$ cat config.mk
export PLATFORM = sky130hd
export DESIGN_NAME = vga_line_prefetch
export DESIGN_NICKNAME = d
export VERILOG_FILES = /design/src/rtl/vga_pkg.sv /design/src/rtl/vga_line_buffer.sv /design/src/rtl/vga_line_prefetch.sv
export SDC_FILE = /design/constraint.sdc
export NUM_CORES = 2
export LEC_CHECK = 0
export ABC_AREA = 1
export CAP_MARGIN = 40
export CORE_AREA = 4 4 426 428
export CTS_CLUSTER_DIAMETER = 80
export DETAILED_ROUTE_END_ITERATION = 8
export DIE_AREA = 0 0 430 432
export PLACE_DENSITY_LB_ADDON = 0.05
export SYNTH_ARGS = -nofsm -noshare
export SYNTH_HDL_FRONTEND = slang
export SYNTH_HIERARCHICAL = 1
export SYNTH_SLANG_ARGS = --single-unit
$ cat constraint.sdc
create_clock -name clk -period 9.7 [get_ports clk]
set_clock_uncertainty 0.15 [all_clocks]
set_input_delay 0.97 -clock clk [delete_from_list [all_inputs] [get_ports clk]]
set_output_delay 0.97 -clock clk [all_outputs]
set_load 0.02 [all_outputs]
$ cat src/rtl/vga_pkg.sv
// vga_pkg: shared constants and types for the text-mode line prefetcher
package vga_pkg;
    localparam int TEXT_COLS = 80;
    localparam int TEXT_ROWS = 25;
    typedef enum logic [1:0] {IDLE, FETCH, DRAIN} fetch_state_t;
    typedef struct packed {
        logic [7:0] glyph;
        logic [3:0] fg;
        logic [3:0] bg;
        logic       cursor;
    } line_entry_t;
endpackage

$ cat src/rtl/vga_line_buffer.sv
// vga_line_buffer: two banks of one text line, one write port and one registered read port
module vga_line_buffer
    import vga_pkg::*;
(
    input  logic        clk,
    input  logic        reset_n,
    input  logic        we,
    input  logic        wr_bank,
    input  logic [6:0]  wr_col,
    input  line_entry_t wr_data,
    input  logic        rd_bank,
    input  logic [6:0]  rd_col,
    output line_entry_t rd_data
);
    line_entry_t mem [2][TEXT_COLS];
    // write port; contents are deliberately left out of reset
    always_ff @(posedge clk)
        if (we) mem[wr_bank][wr_col] <= wr_data;
    // registered read; columns past the end of the line read as blank
    always_ff @(posedge clk)
        if (!reset_n) rd_data <= '0;
        else rd_data <= (rd_col < 7'(TEXT_COLS)) ? mem[rd_bank][rd_col] : '0;
endmodule

$ cat src/rtl/vga_line_prefetch.sv
// vga_line_prefetch: fetches one text row from VRAM into a double-buffered line; optional VGA_CURSOR_BLINK_EN blinks the cursor
module vga_line_prefetch
    import vga_pkg::*;
(
    input  logic        clk,
    input  logic        reset_n,
    input  logic        fetch_start,
    input  logic [4:0]  text_row,
    input  logic        buf_swap,
    output logic        vram_req,
    output logic [10:0] vram_addr,
    input  logic        vram_ack,
    input  logic [15:0] vram_data,
    input  logic [10:0] cursor_pos,
    input  logic        cursor_enabled,
    input  logic        vsync,
    input  logic [6:0]  rd_col,
    output logic [7:0]  rd_glyph,
    output logic [3:0]  rd_fg,
    output logic [3:0]  rd_bg,
    output logic        rd_cursor,
    output logic        fetch_busy,
    output logic        underrun
);
    fetch_state_t state, state_nx;
    logic [4:0]  row;
    logic [6:0]  col;
    logic        bank_sel, cursor_en_q, we, set_underrun, last_col, blink_on;
    line_entry_t wr_entry, rd_entry;

    assign last_col   = col == 7'(TEXT_COLS - 1);
    assign vram_addr  = (state == IDLE) ? '0 : 11'(row) * 11'(TEXT_COLS) + 11'(col);
    assign fetch_busy = state != IDLE;
    assign wr_entry   = '{glyph: vram_data[7:0], fg: vram_data[11:8], bg: vram_data[15:12],
                          cursor: vram_addr == cursor_pos};

    // state register
    always_ff @(posedge clk)
        if (!reset_n) state <= IDLE;
        else state <= state_nx;

    // next state and request/write strobes; a swap that lands on the final ack is a clean finish
    always_comb begin
        state_nx     = state;
        vram_req     = 1'b0;
        we           = 1'b0;
        set_underrun = 1'b0;
        case (state)
            IDLE: state_nx = fetch_start ? FETCH : IDLE;
            FETCH: begin
                vram_req = 1'b1;
                if (buf_swap && !(vram_ack && last_col)) begin
                    set_underrun = 1'b1;
                    state_nx     = vram_ack ? IDLE : DRAIN;
                end else if (vram_ack) begin
                    we       = 1'b1;
                    state_nx = last_col ? IDLE : FETCH;
                end
            end
            DRAIN: begin
                vram_req = 1'b1;
                state_nx = vram_ack ? IDLE : DRAIN;
            end
            default: state_nx = IDLE;
        endcase
    end

    // row/column tracking, bank select, sticky underrun and the cursor enable aligned to the read
    always_ff @(posedge clk)
        if (!reset_n) begin
            row         <= '0;
            col         <= '0;
            bank_sel    <= 1'b0;
            underrun    <= 1'b0;
            cursor_en_q <= 1'b0;
        end else begin
            if (state == IDLE && fetch_start) begin
                row <= text_row;
                col <= '0;
            end else if (we) begin
                col <= col + 7'd1;
            end
            bank_sel    <= bank_sel ^ buf_swap;
            underrun    <= underrun | set_underrun;
            cursor_en_q <= cursor_enabled;
        end

`ifdef VGA_CURSOR_BLINK_EN
    logic       vsync_q;
    logic [4:0] blink_cnt;
    // count frames on vsync rising edges; the top bit gives 16 frames on, 16 off
    always_ff @(posedge clk)
        if (!reset_n) begin
            vsync_q   <= 1'b0;
            blink_cnt <= '0;
        end else begin
            vsync_q <= vsync;
            if (vsync && !vsync_q) blink_cnt <= blink_cnt + 5'd1;
        end
    assign blink_on = ~blink_cnt[4];
`else
    logic unused_vsync;
    assign unused_vsync = vsync;
    assign blink_on     = 1'b1;
`endif

    vga_line_buffer u_buf (
        .clk     (clk),
        .reset_n (reset_n),
        .we      (we),
        .wr_bank (~bank_sel),
        .wr_col  (col),
        .wr_data (wr_entry),
        .rd_bank (bank_sel),
        .rd_col  (rd_col),
        .rd_data (rd_entry)
    );

    assign rd_glyph  = rd_entry.glyph;
    assign rd_fg     = rd_entry.fg;
    assign rd_bg     = rd_entry.bg;
    assign rd_cursor = rd_entry.cursor & cursor_en_q & blink_on;
endmodule

==> impl_table.tex <==
\begin{tabular}{lr}
\hline
Metric & Value \\
\hline
\multicolumn{2}{l}{\textbf{Finish}} \\
Area growth from synthesis to final layout & 11.52\% \\
Most frequent cells in the layout & 2,720 x sky130\_fd\_sc\_hd\_\_edfxtp\_1, 2,579 x sky130\_fd\_sc\_hd\_\_nand2\_1, 2,137 x sky130\_fd\_sc\_hd\_\_nand3\_1, 358 x sky130\_fd\_sc\_hd\_\_nor2\_1, 299 x sky130\_fd\_sc\_hd\_\_clkbuf\_16 \\
Final-stage net count & 9,315 \\
Leading cell type in the layout, fill and taps excluded & sky130\_fd\_sc\_hd\_\_edfxtp\_1 \\
Share of post-route cells with drive strength above 1 & 8.426\% \\
\multicolumn{2}{l}{\textbf{Die}} \\
Number of ports placed on the die boundary & 77 \\
Width of the die & 430 um \\
Chip Height & 432 um \\
Standard-cell row count & 155 \\
Core area & 177,800 sq um \\
Total die area & 185,800 sq um \\
Initial Util & 62.58\% \\
\multicolumn{2}{l}{\textbf{Synth}} \\
Library cells used by synthesis & 33 \\
Yosys warning count & 6 \\
Average size of a mapped cell & 12.06 sq um \\
Post-Synthesis Cells & 9,230 \\
Post-synthesis instance area & 111,300 sq um \\
Most common flop cell mapped by yosys & sky130\_fd\_sc\_hd\_\_edfxtp\_1 \\
Net count of the mapped netlist & 9,292 \\
Post-synthesis register bit count & 2,754 \\
Seq/Total Area, Yosys & 74.01\% \\
Post-synth EDFFs & 2,720 \\
Fraction of registers with async set/reset & 0\% \\
\multicolumn{2}{l}{\textbf{Drt}} \\
Number of nets with antenna violations after detailed routing & 0 \\
Number of vias per cell after detailed routing & 6.240 \\
TritonRoute pass-1 iters & 6 \\
Iteration-0 DRC count of the detailed router & 9,789 \\
Count of unresolved DRC violations after routing & 0 \\
Mean routed wirelength per cell & 25.30 um \\
Routed wire length & 298,800 um \\
Count of vias placed by the detailed router & 73,683 \\
\multicolumn{2}{l}{\textbf{Global routing}} \\
Global-route track usage on met2 & 49.87\% \\
Largest net degree at the start of global routing & 225 \\
GRT met3 Usage & 5.830\% \\
Grt total ovfl & 0 \\
Initial antenna violation count & 3 \\
GRT Max-Usage Layer & met2 \\
Met1 Use GR & 44.94\% \\
Vias in the first global route & 69,198 \\
Overall routing resource usage & 31.81\% \\
Global-route wire length before repair & 439,800 um \\
\multicolumn{2}{l}{\textbf{Power and ir drop}} \\
Power density over the cells & 200.9 nW/um\^{}2 \\
Leakage power & 43.25 nW \\
Maximum resistive drop on vdd & 0.1985 mV \\
Switching Share & 22.43\% \\
Part of the power in registers & 52.5\% \\
Switching power of the nets & 5.592 mW \\
Clock share of power & 40.7\% \\
Design internal power & 19.34 mW \\
Comb power frac & 6.8\% \\
\multicolumn{2}{l}{\textbf{Timing}} \\
Worst slew pin tran & 1.239 ns \\
Maximum clock frequency & 210.4 MHz \\
Final slew viol count & 0 \\
Part of the cycle the worst path needs & 49.01\% \\
Total setup violations reported at the end of the flow & 0 \\
Final hold viol count & 0 \\
Unrepaired setup endpoints after global routing & false \\
Final TNS setup & 0 ns \\
Worst path setup slack after routing & 4.946 ns \\
Slew Limit Headroom & 17.41\% \\
Shortest clock period the worst path allows after layout & 4.754 ns \\
\multicolumn{2}{l}{\textbf{Clocking}} \\
Clock transition time at the flip-flop clock pins of the worst setup and hold paths & 0.06 ns \\
Number of buffers created by CTS & 291 \\
Number of setup buffers added after CTS & 0 \\
Clock latency reported for the late side of the worst-skew pair & 0.90 ns \\
Hold-fix buffers, CTS & 0 \\
Post-CTS sizing & 0 \\
H-tree depth reported by CTS & 5 \\
CTS tree & yes \\
Clock Sink Count & 2,754 \\
Max clock buf depth & 4 \\
Clock tree root buffer cell & sky130\_fd\_sc\_hd\_\_clkbuf\_16 \\
\multicolumn{2}{l}{\textbf{Worst setup path}} \\
Sort of element at the end of the critical path & flop \\
Cells traversed along the worst timing path & buf\_4, buf\_4, buf\_4, nand2\_1, nand3\_1, nand3\_1, nand3\_1, nand3\_1, nand2\_1, nand2\_1, nand2\_1, inv\_1, nand2\_1, nand2\_1, a21oi\_1 \\
Startpoint type of the worst setup path & flop \\
WP data arrival & 5.46 ns \\
Critical path's largest stage delay & 0.83 ns \\
Library cell appearing most often on the critical path & sky130\_fd\_sc\_hd\_\_nand2\_1 \\
Maximum fanout along the worst path & 81 \\
Required time at the worst-slack endpoint & 10.41 ns \\
Kind of critical path & flop to flop \\
Worst setup path startpoint & bank\_sel \\
Start of the worst register-to-register path & bank\_sel \\
Highest-delay cell along the critical path & sky130\_fd\_sc\_hd\_\_buf\_4 \\
\multicolumn{2}{l}{\textbf{Min path}} \\
HP Class & flop to flop \\
Worst min-delay path startpoint & underrun \\
\multicolumn{2}{l}{\textbf{Run status}} \\
Run status & complete, no violations \\
\multicolumn{2}{l}{\textbf{Run}} \\
Max-capacitance violation count & 0 \\
\multicolumn{2}{l}{\textbf{Placed design}} \\
Detailed Place HPWL & 161,100 um \\
Number of I/O port buffers & 75 \\
Final GP Congestion & 0.9361 \\
Setup slack after placement & 4.962 ns \\
\hline
\end{tabular}
worst paths after layout:
kind,to,slack (ns),cells past startpoint
hold / removal,underrun,0.32,2
setup / recovery,u_buf/rd_data[11],4.95,15
setup reg to reg,u_buf/rd_data[11],4.95,15
hold reg to reg,underrun,0.32,2
registers in the layout (all words and copies together) (netlist names):
register       cells
bank_sel           1
col                7
cursor_en_q        1
row                5
state              2
u_buf/mem       2720
u_buf/rd_data     17
underrun           1
metrics by stage:
stage	utilization, %	instances	hold WS (ns)	total power [mW]	area, sq um
finish	69.78	11808	0.3191	24.93	124100
global route	69.78	11804	0.3319	25.70	124100
CTS	69.78	11802	0.2976	25.01	124100
detailed placement	64.98	11315	0.3136	14.99	115600
global placement	64.45	11267	0.3064	14.94	114600
floorplan	-	9230	0.3106	14.31	111300
critical path, delay by kind of cell (launching register included):
kind	cells	cell delay, ns
compound gates	1	0.12
buf+inv	4	2.19
flops	1	0.40
simple gates	10	1.69
synth_stat cells, types with 11 or more instances:
| master | count | area (sq um) |
|---|---|---|
| sky130_fd_sc_hd__nor2_1 | 395 | 1483 |
| sky130_fd_sc_hd__o211ai_1 | 14 | 105.1 |
| sky130_fd_sc_hd__ha_1 | 14 | 175.2 |
| sky130_fd_sc_hd__o21ai_1 | 36 | 180.2 |
| sky130_fd_sc_hd__o22ai_1 | 118 | 738.2 |
| sky130_fd_sc_hd__a21oi_1 | 38 | 190.2 |
| sky130_fd_sc_hd__dfxtp_1 | 34 | 680.7 |
| sky130_fd_sc_hd__nor3_1 | 105 | 525.5 |
| sky130_fd_sc_hd__edfxtp_1 | 2720 | 81680 |
| sky130_fd_sc_hd__buf_6 | 11 | 123.9 |
| sky130_fd_sc_hd__inv_1 | 92 | 345.3 |
| sky130_fd_sc_hd__buf_1 | 78 | 292.8 |
| sky130_fd_sc_hd__nand2_1 | 2579 | 9681 |
| sky130_fd_sc_hd__nand3_1 | 2137 | 10700 |
| sky130_fd_sc_hd__buf_2 | 221 | 1106 |
| sky130_fd_sc_hd__o21ai_0 | 273 | 1366 |
| sky130_fd_sc_hd__o221ai_1 | 18 | 157.7 |
| sky130_fd_sc_hd__buf_4 | 76 | 570.6 |
| sky130_fd_sc_hd__clkbuf_1 | 233 | 874.6 |
power groups by stage:
| stage | Clock (mW) | Sequential (mW) | Combinational [mW] |
|---|---|---|---|
| 4_1_cts | 10.3 | 13.1 | 1.67 |
| 3_5_place_dp | 0 | 13.3 | 1.66 |
| 3_3_place_gp | 0 | 13.3 | 1.61 |
| 5_1_grt | 10.8 | 13.1 | 1.83 |
| 2_1_floorplan | 0 | 13.3 | 0.978 |
| 6_report | 10.2 | 13.1 | 1.70 |
per-layer routing:
| metal | vias up | part of all wire [%] |
|---|---|---|
| li1 | 33044 | - |
| met1 | 36111 | 39 |
| met2 | 3937 | 47 |
| met3 | 591 | 10 |
| met4 | 0 | 4.1 |
| met5 | - | 0 |
cells by family after synthesis:
family | count (synthesis) | share of synthesized area, %
buffers and inverters | 720 | 3.009
AND/OR/NAND/NOR | 5235 | 20.27
AO/OA/AOI/OAI | 497 | 2.460
adder cells (fa/ha/maj) | 16 | 0.1934
flip-flops | 2754 | 74.01
XOR/XNOR | 8 | 0.06296
final cells by class:
cell class	count	area, sq um
Sequential cell	2754	82360
Timing Repair Buffer	349	3674
Tap cell	2355	2947
Antenna cell	6	15.01
Clock buffer	365	7760
Multi-Input combinational cell	5756	26160
Clock inverter	122	764.5
Fill cell	12185	53740
Inverter	101	416.7
Power figures use the tool's default switching activity.
